--- src/rtl/ps2_pkg.sv ---
// Shared types and constants for the PS/2 scan-code-set-2 key event decoder.
package ps2_pkg;

    typedef enum logic [2:0] {
        ST_IDLE      = 3'd0,
        ST_EXT       = 3'd1,
        ST_BREAK     = 3'd2,
        ST_EXT_BREAK = 3'd3,
        ST_SKIP      = 3'd4
    } parse_state_t;

    localparam logic [7:0] PFX_EXT   = 8'hE0;
    localparam logic [7:0] PFX_BREAK = 8'hF0;
    localparam logic [7:0] PFX_PAUSE = 8'hE1;

    localparam logic [7:0] ERR_00 = 8'h00;
    localparam logic [7:0] ERR_AA = 8'hAA;
    localparam logic [7:0] ERR_FA = 8'hFA;
    localparam logic [7:0] ERR_FE = 8'hFE;
    localparam logic [7:0] ERR_FF = 8'hFF;

    // Bytes that follow the leading E1 of the Pause make sequence.
    localparam logic [2:0] PAUSE_SKIP_LEN = 3'd7;

    localparam int EVT_CODE_W = 8;
    localparam int EVT_W      = 10;

    typedef struct packed {
        logic                  make;
        logic                  ext;
        logic [EVT_CODE_W-1:0] code;
    } key_evt_t;

    function automatic logic is_error_code(input logic [7:0] b);
        logic r;
        case (b)
            ERR_00, ERR_AA, ERR_FA, ERR_FE, ERR_FF: r = 1'b1;
            default:                                r = 1'b0;
        endcase
        return r;
    endfunction

endpackage

--- src/rtl/ps2_key_event_decoder_sync_fifo.sv ---
// First-word-fall-through synchronous FIFO with occupancy count; head is
// readable whenever the FIFO is non-empty.
module sync_fifo #(
    parameter int WIDTH = 10,
    parameter int DEPTH = 8
) (
    input  logic                     clk,
    input  logic                     resetn,
    input  logic                     push,
    input  logic [WIDTH-1:0]         push_data,
    input  logic                     pop,
    output logic [WIDTH-1:0]         pop_data,
    output logic [$clog2(DEPTH):0]   count,
    output logic                     full,
    output logic                     empty
);

    localparam int AW = $clog2(DEPTH);
    localparam logic [AW:0] FULL_CNT = (AW+1)'(DEPTH);

    logic [WIDTH-1:0] mem_r [DEPTH];
    logic [AW-1:0]    wr_ptr_r;
    logic [AW-1:0]    rd_ptr_r;
    logic [AW:0]      count_r;
    logic             do_push_s;
    logic             do_pop_s;

    // Gate requests: a pop frees a slot, so a full FIFO may accept a push in the same cycle.
    always_comb begin
        do_pop_s  = pop && (count_r != {(AW+1){1'b0}});
        do_push_s = push && ((count_r != FULL_CNT) || do_pop_s);
    end

    // Pointer and occupancy registers.
    always_ff @(posedge clk or negedge resetn) begin
        if (!resetn) begin
            wr_ptr_r <= {AW{1'b0}};
            rd_ptr_r <= {AW{1'b0}};
            count_r  <= {(AW+1){1'b0}};
        end else begin
            if (do_push_s) begin
                wr_ptr_r <= wr_ptr_r + 1'b1;
            end
            if (do_pop_s) begin
                rd_ptr_r <= rd_ptr_r + 1'b1;
            end
            case ({do_push_s, do_pop_s})
                2'b10:   count_r <= count_r + 1'b1;
                2'b01:   count_r <= count_r - 1'b1;
                default: count_r <= count_r;
            endcase
        end
    end

    // Storage; cleared on reset so the head fields read as zero after reset.
    always_ff @(posedge clk or negedge resetn) begin
        if (!resetn) begin
            for (int i = 0; i < DEPTH; i++) begin
                mem_r[i] <= {WIDTH{1'b0}};
            end
        end else if (do_push_s) begin
            mem_r[wr_ptr_r] <= push_data;
        end
    end

    assign pop_data = mem_r[rd_ptr_r];
    assign count    = count_r;
    assign full     = (count_r == FULL_CNT);
    assign empty    = (count_r == {(AW+1){1'b0}});

endmodule

--- src/rtl/ps2_key_event_decoder.sv ---
// PS/2 set-2 byte stream to make/break event decoder with held-key bitmap,
// optional typematic-repeat suppression and a buffered event queue.
module ps2_key_event_decoder
    import ps2_pkg::*;
#(
    parameter int                    FIFO_DEPTH  = 8,
    parameter int                    KEY_COUNT   = 4,
    parameter logic [KEY_COUNT*9-1:0] KEY_MAP    = {9'h174, 9'h16B, 9'h172, 9'h175},
    parameter int                    DROP_REPEAT = 1
) (
    input  logic                          clk,
    input  logic                          resetn,
    input  logic                          key_en,
    input  logic [7:0]                    key_data,
    output logic                          evt_valid,
    input  logic                          evt_ready,
    output logic                          evt_make,
    output logic                          evt_ext,
    output logic [7:0]                    evt_code,
    output logic [KEY_COUNT-1:0]          held,
    output logic [$clog2(FIFO_DEPTH):0]   evt_count,
    output logic                          overflow,
    input  logic                          clear_overflow
);

    parse_state_t         state_r;
    parse_state_t         state_nxt_s;
    logic [2:0]           skip_cnt_r;
    logic [2:0]           skip_cnt_nxt_s;
    logic                 emit_s;
    key_evt_t             emit_evt_s;
    logic [KEY_COUNT-1:0] match_s;
    logic [KEY_COUNT-1:0] held_r;
    logic                 suppress_s;
    logic                 push_req_s;
    logic                 pop_s;
    logic                 ovf_set_s;
    logic                 overflow_r;
    logic                 fifo_full_s;
    logic                 fifo_empty_s;
    key_evt_t             head_s;

    // Parser state and Pause skip counter.
    always_ff @(posedge clk or negedge resetn) begin
        if (!resetn) begin
            state_r    <= ST_IDLE;
            skip_cnt_r <= 3'd0;
        end else begin
            state_r    <= state_nxt_s;
            skip_cnt_r <= skip_cnt_nxt_s;
        end
    end

    // Parser next state; error codes inside a prefix sequence abandon it.
    always_comb begin
        state_nxt_s    = state_r;
        skip_cnt_nxt_s = skip_cnt_r;
        if (key_en) begin
            case (state_r)
                ST_IDLE: begin
                    if (key_data == PFX_EXT) begin
                        state_nxt_s = ST_EXT;
                    end else if (key_data == PFX_BREAK) begin
                        state_nxt_s = ST_BREAK;
                    end else if (key_data == PFX_PAUSE) begin
                        state_nxt_s    = ST_SKIP;
                        skip_cnt_nxt_s = PAUSE_SKIP_LEN;
                    end else begin
                        state_nxt_s = ST_IDLE;
                    end
                end
                ST_EXT: begin
                    if (key_data == PFX_BREAK) begin
                        state_nxt_s = ST_EXT_BREAK;
                    end else if (key_data == PFX_EXT) begin
                        state_nxt_s = ST_EXT;
                    end else begin
                        state_nxt_s = ST_IDLE;
                    end
                end
                ST_BREAK: begin
                    if (key_data == PFX_EXT) begin
                        state_nxt_s = ST_EXT_BREAK;
                    end else if (key_data == PFX_BREAK) begin
                        state_nxt_s = ST_BREAK;
                    end else begin
                        state_nxt_s = ST_IDLE;
                    end
                end
                ST_EXT_BREAK: begin
                    if ((key_data == PFX_EXT) || (key_data == PFX_BREAK)) begin
                        state_nxt_s = ST_EXT_BREAK;
                    end else begin
                        state_nxt_s = ST_IDLE;
                    end
                end
                ST_SKIP: begin
                    skip_cnt_nxt_s = (skip_cnt_r == 3'd0) ? 3'd0 : skip_cnt_r - 3'd1;
                    if (skip_cnt_r <= 3'd1) begin
                        state_nxt_s = ST_IDLE;
                    end else begin
                        state_nxt_s = ST_SKIP;
                    end
                end
                default: begin
                    state_nxt_s    = ST_IDLE;
                    skip_cnt_nxt_s = 3'd0;
                end
            endcase
        end else begin
            state_nxt_s    = state_r;
            skip_cnt_nxt_s = skip_cnt_r;
        end
    end

    // Parser outputs: one event per completed sequence.
    always_comb begin
        emit_s     = 1'b0;
        emit_evt_s = '{make: 1'b0, ext: 1'b0, code: 8'h00};
        if (key_en) begin
            case (state_r)
                ST_IDLE: begin
                    if (key_data == PFX_PAUSE) begin
                        emit_s     = 1'b1;
                        emit_evt_s = '{make: 1'b1, ext: 1'b0, code: PFX_PAUSE};
                    end else if ((key_data != PFX_EXT) && (key_data != PFX_BREAK) &&
                                 !is_error_code(key_data)) begin
                        emit_s     = 1'b1;
                        emit_evt_s = '{make: 1'b1, ext: 1'b0, code: key_data};
                    end else begin
                        emit_s = 1'b0;
                    end
                end
                ST_EXT, ST_BREAK, ST_EXT_BREAK: begin
                    if ((key_data != PFX_EXT) && (key_data != PFX_BREAK) &&
                        !is_error_code(key_data)) begin
                        emit_s     = 1'b1;
                        emit_evt_s = '{make: (state_r == ST_EXT),
                                       ext:  (state_r != ST_BREAK),
                                       code: key_data};
                    end else begin
                        emit_s = 1'b0;
                    end
                end
                default: begin
                    emit_s = 1'b0;
                end
            endcase
        end else begin
            emit_s = 1'b0;
        end
    end

    // Tracked-key match, repeat filter and queue admission.
    always_comb begin
        match_s = {KEY_COUNT{1'b0}};
        for (int i = 0; i < KEY_COUNT; i++) begin
            match_s[i] = emit_s && ({emit_evt_s.ext, emit_evt_s.code} == KEY_MAP[9*i +: 9]);
        end
        suppress_s = (DROP_REPEAT != 0) && emit_evt_s.make && ((match_s & held_r) != {KEY_COUNT{1'b0}});
        push_req_s = emit_s && !suppress_s;
        pop_s      = !fifo_empty_s && evt_ready;
        ovf_set_s  = push_req_s && fifo_full_s && !pop_s;
    end

    // Held bitmap follows every decoded event, queued or not.
    always_ff @(posedge clk or negedge resetn) begin
        if (!resetn) begin
            held_r <= {KEY_COUNT{1'b0}};
        end else begin
            for (int i = 0; i < KEY_COUNT; i++) begin
                if (match_s[i]) begin
                    held_r[i] <= emit_evt_s.make;
                end
            end
        end
    end

    // Sticky overflow; a new drop outranks a clear in the same cycle.
    always_ff @(posedge clk or negedge resetn) begin
        if (!resetn) begin
            overflow_r <= 1'b0;
        end else if (ovf_set_s) begin
            overflow_r <= 1'b1;
        end else if (clear_overflow) begin
            overflow_r <= 1'b0;
        end else begin
            overflow_r <= overflow_r;
        end
    end

    sync_fifo #(
        .WIDTH (EVT_W),
        .DEPTH (FIFO_DEPTH)
    ) u_evt_fifo (
        .clk       (clk),
        .resetn    (resetn),
        .push      (push_req_s),
        .push_data (emit_evt_s),
        .pop       (pop_s),
        .pop_data  (head_s),
        .count     (evt_count),
        .full      (fifo_full_s),
        .empty     (fifo_empty_s)
    );

    assign evt_valid = !fifo_empty_s;
    assign evt_make  = head_s.make;
    assign evt_ext   = head_s.ext;
    assign evt_code  = head_s.code;
    assign held      = held_r;
    assign overflow  = overflow_r;

endmodule

--- config.mk ---
export PLATFORM = sky130hd
export DESIGN_NAME = ps2_key_event_decoder
export DESIGN_NICKNAME = d
export VERILOG_FILES = /design/src/rtl/ps2_pkg.sv /design/src/rtl/ps2_key_event_decoder_sync_fifo.sv /design/src/rtl/ps2_key_event_decoder.sv
export SDC_FILE = /design/constraint.sdc
export NUM_CORES = 1
export LEC_CHECK = 0
export ABC_CLOCK_PERIOD_IN_PS = 3400
export CAP_MARGIN = 20
export CORE_UTILIZATION = 30
export DETAILED_ROUTE_END_ITERATION = 6
export HOLD_SLACK_MARGIN = 0.1
export PLACE_DENSITY = 0.55
export REMOVE_ABC_BUFFERS = 1
export SETUP_SLACK_MARGIN = 0.4
export SYNTH_ARGS = -nofsm -noshare
export SYNTH_HDL_FRONTEND = slang
export SYNTH_SLANG_ARGS = --single-unit
export TNS_END_PERCENT = 10
--- constraint.sdc ---
create_clock -name clk -period 3.4 [get_ports clk]
set_clock_uncertainty 0.2 [all_clocks]
set_input_delay 0.34 -clock clk [delete_from_list [all_inputs] [get_ports clk]]
set_output_delay 0.34 -clock clk [all_outputs]
set_load 0.05 [all_outputs]
**Yosys cells after proc, flatten, opt, wreduce, memory -nomap -nowiden**

Index checks and enable logic that the tools add are counted.

- Input bits: 13
- Flip-flop bits (word level): 101
- Word-level logic and storage cells: 129

- Reductions and logical operators: 33
- Eq/ne operators: 25
- Add/subtract/negate cells: 5
- Bitwise operators: 4
- Order comparisons: 4
- Muxes and demuxes: 40

Operators by type and width:

| cell | number |
|---|---|
| 80-bit bitwise mux | 1 |
| 10-bit two-way mux | 7 |
| 8-bit == test, second input constant | 7 |
| 9-bit == test, second input constant | 4 |
| 10-bit binary-select mux with 3-bit select | 1 |
| 10-bit demux with 3-bit select | 1 |
| 3-bit two-way mux | 8 |
| 10-bit one-hot mux with 2 select lines | 1 |
| 8-bit inequality test, second input constant | 2 |
| 1-bit logical AND | 15 |
| 3-bit one-hot mux with 5 select lines | 1 |
| 1-bit two-way mux | 13 |
| 3-bit one-hot mux with 3 select lines | 1 |
| 4-bit >= comparator, second input constant | 2 |
| 8-bit zero test | 1 |
| 2-bit two-way mux | 4 |
| 3-bit inverter with 4-bit output | 2 |
| 4-bit one-hot mux with 2 select lines | 1 |
| 4-bit nonzero test | 2 |
| 3-bit by 1-bit adder with 3-bit output, second input constant | 2 |
| 3-bit by 2-bit == test with 1-bit output, second input constant | 2 |
| 3-bit zero test | 2 |
| 2-bit inequality test, second input constant | 3 |
| 1-bit zero test | 5 |
| other kinds (21) | 23 |

**Longest topological paths before layout**

Gate-level depths: netlist of run 1.

- Depth after elaboration: 22
- Depth in mapped cells: 15
- Depth with buffers taken out: 12

**Hierarchy**

Synthesis of run 1 repeated with hierarchy kept, for this count alone.

- Cells, all modules: 364
- Area total of the unflattened synthesis: 5154.9 sq um

Modules (own cells, without submodules):

| module | times used | area an instance (sq um) | sequential area each (sq um) | cells each |
|---|---|---|---|---|
| sync_fifo | 1 | 4325.4 | 2252.2 | 268 |
| ps2_key_event_decoder | 1 | 829.5 | 275.3 | 96 |

**Worst setup path before layout of run 1**

OpenSTA, ideal clock, no wires.

- Path type: register to register
- From: reg u_evt_fifo.count_r[0] (netlist: u_evt_fifo.count[0])
- To: reg u_evt_fifo.count_r[3] (netlist: u_evt_fifo.count[3])
- Slack: 0.189 ns
- Arrival time: 2.867 ns
- Data required time: 3.055 ns
- Library setup time: 0.145 ns
- Buffers on the path: 0
- Stages on the path, launching flop included: 11
- Cell sequence: dfrtp_1 > or4_1 > nand2_1 > inv_1 > ha_1 > ha_1 > a21o_1 > a21oi_1 > xnor2_1 > nor2_1 > xor2_1

- Cells in the longest elaborated chain, start to end: 8
- Elaborated cells between the ends (all ways): 14
- Those cells by class: add/sub (2); eq/ne (3); mux (1); reduce/logical (8)

Ends and longest elaborated chain:

| what | RTL line | source |
|---|---|---|
| from (decl) | ps2_key_event_decoder_sync_fifo.sv:24 | `logic [AW:0] count_r;` |
| from (signal assigned) | ps2_key_event_decoder_sync_fifo.sv:39 | `count_r <= {(AW+1){1'b0}};` |
| from (signal assigned) | ps2_key_event_decoder_sync_fifo.sv:48 | `2'b10: count_r <= count_r + 1'b1;` |
| from (signal assigned) | ps2_key_event_decoder_sync_fifo.sv:49 | `2'b01: count_r <= count_r - 1'b1;` |
| 4-bit zero test (*) | ps2_key_event_decoder_sync_fifo.sv:69 | `assign empty = (count_r == {(AW+1){1'b0}});` |
| 1-bit zero test (*) | - |  |
| named net evt_valid | ps2_key_event_decoder.sv:15 | `output logic evt_valid,` |
| 1-bit logical AND (*) | ps2_key_event_decoder.sv:162 | `pop_s = !fifo_empty_s && evt_ready;` |
| 1-bit logical AND (*) | ps2_key_event_decoder_sync_fifo.sv:30 | `do_pop_s = pop && (count_r != {(AW+1){1'b0}});` |
| named net u_evt_fifo.do_pop_s | ps2_key_event_decoder_sync_fifo.sv:26 | `logic do_pop_s;` |
| 1-bit logical OR | ps2_key_event_decoder_sync_fifo.sv:31 | `do_push_s = push && ((count_r != FULL_CNT) \|\| do_pop_s);` |
| 1-bit logical AND | ps2_key_event_decoder_sync_fifo.sv:31 |  |
| 2-bit by 1-bit == test with 1-bit output or 2-bit == test (tied branches) | ps2_key_event_decoder_sync_fifo.sv:47 | `case ({do_push_s, do_pop_s})` |
| 4-bit one-hot mux with 2 select lines or 2-bit nonzero test (tied branches) | - |  |

The timed path passes the listed nets; every way through them passes the cells marked *.
A chain may end at the register's enable or synchronous reset.

**Worst setup path in the final report of run 1**

- From: reg state_r[2]
- To: reg u_evt_fifo.mem_r[72] (netlist name)

- Cells in the longest elaborated chain, start to end: 12
- Elaborated cells between the ends (all ways): 26
- Those cells by class: eq/ne (8); mux (6); bitwise (1); reduce/logical (11)

Ends and longest elaborated chain:

| what | RTL line | source |
|---|---|---|
| from (decl) | ps2_key_event_decoder.sv:26 | `parse_state_t state_r;` |
| from (signal assigned) | ps2_key_event_decoder.sv:49 | `state_r <= state_nxt_s;` |
| 3-bit by 1-bit == test with 1-bit output (tied with other cells) | ps2_key_event_decoder.sv:121, ps2_key_event_decoder.sv:138 |  |
| 3-bit OR reduction (no source line) or 10-bit two-way mux (tied branches) | - |  |
| 10-bit one-hot mux with 2 select lines | ps2_key_event_decoder.sv:121 | `case (state_r)` |
| 10-bit two-way mux | ps2_key_event_decoder.sv:120 | `if (key_en) begin` |
| 9-bit == test | ps2_key_event_decoder.sv:158 | `match_s[i] = emit_s && ({emit_evt_s.ext, emit_evt_s.code} == KEY_MAP[9*i +: 9]);` |
| 1-bit logical AND | ps2_key_event_decoder.sv:158 |  |
| 4-bit bitwise AND | ps2_key_event_decoder.sv:160 | `suppress_s = (DROP_REPEAT != 0) && emit_evt_s.make && ((match_s & held_r) != {KEY_COUNT{1'b0}});` |
| 4-bit nonzero test | ps2_key_event_decoder.sv:160 |  |
| 1-bit logical AND | ps2_key_event_decoder.sv:160 |  |
| 1-bit zero test | ps2_key_event_decoder.sv:161 | `push_req_s = emit_s && !suppress_s;` |
| 1-bit logical AND | ps2_key_event_decoder.sv:161 |  |
| 1-bit logical AND | ps2_key_event_decoder_sync_fifo.sv:31 |  |
| to (signal, indexed assignment) | ps2_key_event_decoder_sync_fifo.sv:59 | `mem_r[i] <= {WIDTH{1'b0}};` |
| to (signal, indexed assignment) | ps2_key_event_decoder_sync_fifo.sv:62 | `mem_r[wr_ptr_r] <= push_data;` |
| to (decl) | ps2_key_event_decoder_sync_fifo.sv:21 | `logic [WIDTH-1:0] mem_r [DEPTH];` |

Parallel ways exist; a longest one is shown, timed or not.

==> results of run 1 <==
[worst paths after layout]
kind | cells past startpoint | startpoint | end
worst max register to register | 6 | state_r[2] | u_evt_fifo.mem_r[72]
worst max-delay path | 6 | state_r[2] | u_evt_fifo.mem_r[72]
min in group asynchronous | 2 | resetn | u_evt_fifo.mem_r[43]
worst min register to register | 1 | u_evt_fifo.mem_r[20] | u_evt_fifo.mem_r[20]
worst min-delay path | 1 | u_evt_fifo.mem_r[20] | u_evt_fifo.mem_r[20]
max in group asynchronous | 3 | resetn | u_evt_fifo.mem_r[1]
[state kept, by name (all words and copies together) (netlist names)]
register,cells
u_evt_fifo.count,4
u_evt_fifo.wr_ptr_r,3
held,4
state_r,3
u_evt_fifo.rd_ptr_r,3
skip_cnt_r,3
overflow,1
u_evt_fifo.mem_r,80
[area by class of cell]
cell class	count	area share, %
clock buffers	12	3.91
clock inverters	4	0.873
inverters	10	0.595
multi-input cells	242	41.0
flip-flops and latches	101	40.1
well taps	220	4.37
repair buffers	64	9.21
[per-stage QoR]
stage               setup TNS (ns)  total power, mW
detailed placement               0             4.59
finish                           0             5.60
global route                     0             5.95
global placement                 0             4.49
CTS                              0             5.65
floorplan                   -0.417             3.83
[logic make-up (layout without fill, tap and decap cells)]
family | after synthesis | in the layout | share of synthesized area [%]
fa+ha+maj | 8 | 8 | 2.06
flops | 101 | 101 | 48.4
buf+inv | 31 | 90 | 3.04
xor+xnor | 8 | 8 | 1.34
simple gates | 82 | 82 | 12.4
mux | 117 | 117 | 29.5
compound gates | 27 | 27 | 3.31
[per-layer routing]
layer / part of all wire, % / wire (um) / vias to the layer above / GRT usage, %
li1: - / - / 1516 / -
met2: 48 / 5670 / 46 / 22.7
met5: 0 / 0 / - / 0
met1: 48 / 5710 / 1709 / 19.5
met4: 1.6 / 190 / 0 / 5.30
met3: 2.1 / 248 / 12 / 2.04
[power breakdown]
part	internal (mW)	switching, mW	total, mW
clock network	0.597	0.448	1.05
logic	1.23	1.29	2.52
registers	1.70	0.336	2.03
total	3.53	2.07	5.60
[Yosys cell counts (all sizes together) (5+ instances only)]
master  instances  area [um2]
nand4b          6        52.6
or4             6        48.8
inv            10        37.5
o21ai           9        45.0
mux4           20         450
nor3b           5        37.5
ha              7        87.6
mux2           96        1080
buf            17         106
a21oi           5        25.0
nand2          12        52.6
dfrtp         101        2530
nor3            7        35.0
nor4           11         189
and2            6        37.5
nor2            7        26.3
[cells in the final DEF, fill, tap and decap left out, types with 3 or more instances in the layout]
master / instances
o21ai_0: 9
a21o_1: 4
nand4b_1: 6
nor2_1: 7
nor3b_1: 5
xnor2_1: 4
nor4_4: 8
nor3_1: 7
and2_1: 6
mux4_2: 20
mux2_2: 92
nand3_1: 3
clkbuf_16: 9
inv_1: 10
nand3b_1: 3
xor2_1: 4
mux2_1: 4
clkdlybuf4s50_1: 13
dfrtp_1: 100
or4_1: 4
ha_1: 6
buf_4: 40
dlymetal6s2s_1: 8
nor4_1: 3
nand4_1: 4
nand2_1: 11
a21oi_1: 4
[what timing repair did]
action                     CTS  global route
setup buffers                0             4
resized for setup            0            17
setup endpoints to repair    0            62
hold buffers                 1             0
hold endpoints to repair    73             0
==> qor.yml, run 1 <==
yosys_register_bits: 101
timing.critical_path.cells: "inv_1 -> nand2_1 -> or2_4 -> buf_4 -> nor4_4 -> mux2_2"
worst_setup_path_end_kind: "flop"
max-slew-margin-rel_pct: 30.8
dpl.cell_count: 632
timing.final.setup_violations: 0
layout.cells.non_filler: 653
chipHeight_um: 134
die_width_um: 134
count_of_flip_flops_with_a_built_in_enable_after_synthesis: 0
final_net_count: 449
power_per_cell_area_nw_per_um2: 887
multi_input_comb_area_um2: 2580
io_buffer_count: 32
rows: 47
postLayoutSetupSlackWorst_ns: 0.536
synthArstFlopShare_pct: 100
hold-worst-slack_ns: 0.294
clock-sinks: 101
dr_wl_cell_um: 18.1
ff2ff_setup_slack_ns: 0.54
cts_inserted_buffers: 9
outcome: "complete, no violations"
cap_violations: 0
period_share_pct: 84.2
grt_remaining_overflow: 0
clock_tree_from_tritoncts: "yes"
synth-seq-area-share_pct: 48.4
gp_congestion: 0.793
drive_above_1_share_pct: 43.4
grt_setup_unrepaired: "false"
critPathLaunchType: "flop"
placed_area_um2: 5890
syn-cell-area_um2: 5220
first_iteration_detailed_routing_drc_count: 186
max_slew.worst_pin.slew_ns: 1.04
wirelength_routed_um: 11800
fin_area_um2: 6310
clockRootBuffer: "clkbuf_16"
grt_max_degree: 76
worst_path_dominant_cell_family: "simple AND/OR/NAND/NOR gates"
syn_avg_cell_area_um2: 14.0
detailedRoute.firstPassIterationCount: 4
finish.utilization_pct: 37.5
dieArea_um2: 17900
timing_worst_setup_path_type: "flop to flop"
irDropWorstVdd_mv: 0.446
sequential_standard_cell_area_um2: 2530
drt_drc_violations_left: 0
finalWorstPathRequiredPeriod_ns: 2.86
grt_first_pass_wirelength_um: 19200
cp.buffers_inverters: 2
antenna-diode-count: 0
synthesis.instances: 374
worst-endpoint-arrival_ns: 2.90
n_fill_cell: 1643
grt_antenna_before_repair: 0
ys_dominant_reg_cell: "dfrtp_1"
clk-insertion-delay-late_ns: 0.34
placeableCoreArea_um2: 16800
worst_hold_path_type: "flop to flop"
initial_utilization_pct: 31.1
worstPathRequired_ns: 3.43
clkTransAtPathRegs_ns: 0.07
ys.warnings.count: 0
flow.area_growth_from_synthesis_pct: 20.7
synth_cell_type_count: 45
slowest_stage: "nor4_4"
clock_path_buffers: 2
setup_ws_pre_cts_ns: 0.0586
ioPinCount: 33
h_tree_level_count: 3
postRouteAntennaNets: 0
crit_fanout: 17
max_clock_freq_mhz: 349
power.static_leakage_nw: 2.77
detailed_place_hpwl_um: 7790
final_hold_viol_count: 0
routed_vias: 3283
max_stage_delay_ns: 0.91
avgViaCountPerCell: 5.03
globalRouteTotalUtil_pct: 14.2
grt_pass1_vias: 3411
maxSlewViolCount: 0
Power figures use the tool's default switching activity.
==> run 2, diff against run 1 <==
Settings changed: ABC_CLOCK_PERIOD_IN_PS 3400 to 2780.
Clock period 3.4 ns to 2.78 ns, I/O delays scaled along.
==> qor.yml, run 2 (same netlist as run 1, synthesis figures left out) <==
routed_vias: 3432
worstPathRequired_ns: 2.81
postRouteAntennaNets: 0
regMostFlops: "u_evt_fifo.mem_r"
clk-insertion-delay-late_ns: 0.34
max-slew-margin-rel_pct: 42.9
die_width_um: 134
wirelength_routed_um: 12300
worst_hold_path_type: "input pin to asynchronous set/reset pin"
postLayoutSetupSlackWorst_ns: 0.0288
avgViaCountPerCell: 4.97
power_per_cell_area_nw_per_um2: 1080
largest_register_ffs: 80
final_hold_viol_count: 0
clock-sinks: 101
critPathLaunchType: "flop"
outcome: "complete, no violations"
chipHeight_um: 134
first_iteration_detailed_routing_drc_count: 196
cap_violations: 0
irDropWorstVdd_mv: 0.671
power.static_leakage_nw: 3.00
cts_inserted_buffers: 9
ioPinCount: 33
antenna-diode-count: 0
drt_drc_violations_left: 0
n_fill_cell: 1572
crit_fanout: 4
h_tree_level_count: 3
period_share_pct: 99.0
clkTransAtPathRegs_ns: 0.07
layout.cells.non_filler: 691
clock_path_buffers: 2
dpl.cell_count: 655
mostFrequentLayoutCells: "dfrtp_1 (99), mux2_2 (82), buf_4 (55)"
clockRootBuffer: "clkbuf_16"
max_slew.worst_pin.slew_ns: 0.857
maxSlewViolCount: 0
dieArea_um2: 17900
grt_max_degree: 48
grt_pass1_vias: 3666
grt_setup_unrepaired: "true"
initial_utilization_pct: 31.1
grt_antenna_before_repair: 0
io_buffer_count: 32
worst_setup_path_end_kind: "flop"
gp_congestion: 0.838
final_net_count: 488
timing_worst_setup_path_type: "flop to flop"
finalWorstPathRequiredPeriod_ns: 2.75
grt_remaining_overflow: 0
drive_above_1_share_pct: 51.0
globalRouteTotalUtil_pct: 15.0
final_common_cell: "dfrtp_1"
dr_wl_cell_um: 17.7
clock_tree_from_tritoncts: "yes"
rows: 47
timing.final.setup_violations: 0
flow.area_growth_from_synthesis_pct: 32.3
grt_first_pass_wirelength_um: 20400
max_clock_freq_mhz: 363
worst-endpoint-arrival_ns: 2.78
detailedRoute.firstPassIterationCount: 4
setup_ws_pre_cts_ns: -0.451
placeableCoreArea_um2: 16800
finalPower_mw: 7.46
detailed_place_hpwl_um: 7960
[run 2: changes by cell type in the layout (fill, tap and decap cells not counted), moves of 3 or more]
| cell | before | now |
|---|---|---|
| dlymetal6s2s_1 | 8 | 1 |
| mux2_4 | 0 | 10 |
| nor3b_1 | 5 | 2 |
| buf_12 | 2 | 8 |
| dlygate4sd2_1 | 0 | 8 |
| ha_4 | 0 | 3 |
| buf_4 | 40 | 55 |
| mux2_2 | 92 | 82 |
| buf_8 | 0 | 12 |
| buf_6 | 0 | 5 |
| nor3b_2 | 0 | 3 |
[run 2: per-stage QoR]
stage	setup TNS, ns	util, %	hold slack, ns	area, um2
finish	0	41.1	0.205	6910
global route	-0.0892	41.1	0.246	6910
CTS	0	40.0	0.209	6720
detailed placement	-29.62	36.2	0.0491	6090
global placement	-28.72	36.2	0.0434	6090
floorplan	-12.48	-	-0.218	5100
[run 2: final timing paths]
path,from,to,slack (ns),cells after the start
max in group asynchronous,resetn,state_r[2],1.48,3
hold reg to reg,u_evt_fifo.mem_r[52],u_evt_fifo.mem_r[52],0.29,1
setup reg to reg,state_r[2],held[2],0.03,13
hold / removal,resetn,u_evt_fifo.mem_r[63],0.21,2
min in group clk,u_evt_fifo.mem_r[52],u_evt_fifo.mem_r[52],0.29,1
setup / recovery,state_r[2],held[2],0.03,13
[run 2: per-layer routing]
layer  vias to the layer above  wire, um  part of all wire [%]  GRT usage (%)
li1                       1605         -                     -              -
met1                      1772      5720                    47           20.1
met2                        47      6080                    50           24.2
met3                         8       319                   2.6           3.36
met4                         0       129                   1.1           4.23
met5                         -         0                     0              0
[run 2: final cells by class]
cell class	count	area, um2	share of cell area, %
well taps	220	275	3.98
inverters	10	37.5	0.543
clock buffers	9	225	3.26
repair buffers	103	1030	14.9
flip-flops and latches	101	2530	36.6
clock inverters	6	88.8	1.29
multi-input cells	242	2730	39.5
[run 2: power breakdown]
| group | switching, mW | total, mW | internal [mW] |
|---|---|---|---|
| Combinational | 1.68 | 3.63 | 1.95 |
| Sequential | 0.430 | 2.51 | 2.08 |
| Clock | 0.538 | 1.32 | 0.783 |
[run 2: timing repair]
action	4_1_cts	5_1_grt
endpoints found under the hold margin	77	0
pin swaps	18	9
resized for setup	34	42
hold buffers	1	0
setup buffers	18	1
cloned	0	0
endpoints found under the setup margin	97	97
[run 2: worst max-delay path, stage by stage, from the launching register on]
cell	delay [ns]
dfrtp_2	0.46
buf_6	0.15
nor4b_4	0.21
nand4_1	0.21
buf_4	0.19
buf_4	0.12
buf_4	0.12
buf_4	0.12
buf_4	0.12
buf_4	0.12
buf_4	0.12
buf_4	0.12
buf_4	0.12
mux2_2	0.26
==> run 3, diff against run 2 <==
Settings changed: CORE_UTILIZATION 30 to 59, PLACE_DENSITY 0.55 to 0.88.
==> qor.yml, run 3 (same netlist as run 1, synthesis figures left out) <==
die_width_um: 96.1
flow.area_growth_from_synthesis_pct: 29.7
clockRootBuffer: "clkbuf_8"
routed_vias: 3682
max_clock_freq_mhz: 357
drive_above_1_share_pct: 51.5
cap_violations: 0
crit_fanout: 5
grt_max_degree: 44
period_share_pct: 101
hold-worst-slack_ns: 0.227
final_hold_viol_count: 0
initial_utilization_pct: 62.3
ioPinCount: 33
final_common_cell: "dfrtp_1"
io_buffer_count: 32
drt_drc_violations_left: 0
finish.utilization_pct: 80.8
cts_inserted_buffers: 9
clock_path_buffers: 2
n_fill_cell: 421
power.static_leakage_nw: 3.04
dr_wl_cell_um: 22.1
clk-insertion-delay-late_ns: 0.37
rows: 33
worst-endpoint-arrival_ns: 2.88
grt_setup_unrepaired: "true"
clock_tree_from_tritoncts: "yes"
worst_hold_path_type: "input pin to asynchronous set/reset pin"
worstPathRequired_ns: 2.86
postRouteAntennaNets: 0
grt_first_pass_wirelength_um: 18900
placeableCoreArea_um2: 8380
timing_worst_setup_path_type: "flop to flop"
mostFrequentLayoutCells: "dfrtp_1 (100), mux2_2 (67), buf_4 (63)"
gp_congestion: 0.884
wirelength_routed_um: 12900
totalNegativeSetupSlack_ns: -0.0196
chipHeight_um: 96.1
dieArea_um2: 9230
detailedRoute.firstPassIterationCount: 5
power_per_cell_area_nw_per_um2: 1080
clkTransAtPathRegs_ns: 0.11
failing_checks: "negative setup slack"
worst_setup_path_end_kind: "flop"
critPathLaunchType: "flop"
finalPower_mw: 7.35
outcome: "finished, violations left"
timing.final.setup_violations: 1
grt_remaining_overflow: 0
max-slew-margin-rel_pct: 23.1
final_net_count: 496
largest_register_ffs: 80
clock-sinks: 101
grt_pass1_vias: 3733
globalRouteTotalUtil_pct: 27.9
finalWorstPathRequiredPeriod_ns: 2.80
h_tree_level_count: 3
first_iteration_detailed_routing_drc_count: 127
avgViaCountPerCell: 6.29
grt_antenna_before_repair: 0
max_slew.worst_pin.slew_ns: 1.15
maxSlewViolCount: 0
regMostFlops: "u_evt_fifo.mem_r"
antenna-diode-count: 0
detailed_place_hpwl_um: 7690
postLayoutSetupSlackWorst_ns: -0.0196
irDropWorstVdd_mv: 0.877
-- run 3: changes by cell type in the layout (fill, tap and decap cells not counted), sizes merged --
| cell | change |
|---|---|
| clkinv | -2 |
| buf | +8 |
| inv | +3 |
-- run 3: report_power, final --
part | internal [mW] | switching [mW]
Sequential | 2.07 | 0.467
Combinational | 2.01 | 1.74
Clock | 0.520 | 0.539
-- run 3: final timing paths --
path,startpoint,endpoint,slack (ns),cells after the start
worst max-delay path,state_r[2],u_evt_fifo.count[3],-0.02,14
worst min-delay path,resetn,skip_cnt_r[2],0.23,2
worst max register to register,state_r[2],u_evt_fifo.count[3],-0.02,14
worst min register to register,u_evt_fifo.mem_r[52],u_evt_fifo.mem_r[52],0.29,1
max in group asynchronous,resetn,u_evt_fifo.mem_r[78],1.47,3
min in group clk,u_evt_fifo.mem_r[52],u_evt_fifo.mem_r[52],0.29,1
-- run 3: worst max-delay path, cell delays in order, from the launching register on --
cell	delay (ns)
dfrtp_2	0.45
buf_6	0.14
nor2_1	0.06
buf_4	0.16
nand2_4	0.07
o2bb2ai_4	0.08
nor4b_4	0.32
inv_1	0.11
ha_4	0.18
ha_4	0.20
a21o_1	0.17
a21oi_2	0.15
xnor2_1	0.07
nor2_1	0.13
xor2_1	0.23
-- run 3: metal layers --
layer | GRT usage (%) | vias to the layer above | part of all wire [%]
met5 | 0 | - | 0
met4 | 7.84 | 0 | 1.7
met3 | 5.69 | 23 | 5.0
met2 | 47.4 | 129 | 52
met1 | 36.2 | 1916 | 42
li1 | - | 1614 | -
-- run 3: layout make-up --
type / instances / area [um2] / share of cell area [%]
inverters: 10 / 37.5 / 0.554
repair buffers: 111 / 1070 / 15.8
flip-flops and latches: 101 / 2530 / 37.3
well taps: 105 / 131 / 1.94
multi-input cells: 242 / 2780 / 41.0
clock inverters: 7 / 104 / 1.53
clock buffers: 9 / 124 / 1.83
-- run 3: stage by stage --
| stage | worst slack, ns | instance area, um2 | cells |
|---|---|---|---|
| floorplan | -0.927 | 5100 | 353 |
| global placement | -0.404 | 5980 | 544 |
| detailed placement | -0.537 | 5980 | 544 |
| CTS | 0.0344 | 6360 | 571 |
| global route | -0.0994 | 6770 | 585 |
| finish | -0.0196 | 6770 | 585 |
-- run 3: what timing repair did --
action	4_1_cts	5_1_grt
gates resized for setup	25	68
pin swaps	13	10
endpoints found under the hold margin	37	0
buffers inserted	10	14
hold buffers	1	0
endpoints found under the setup margin	97	94
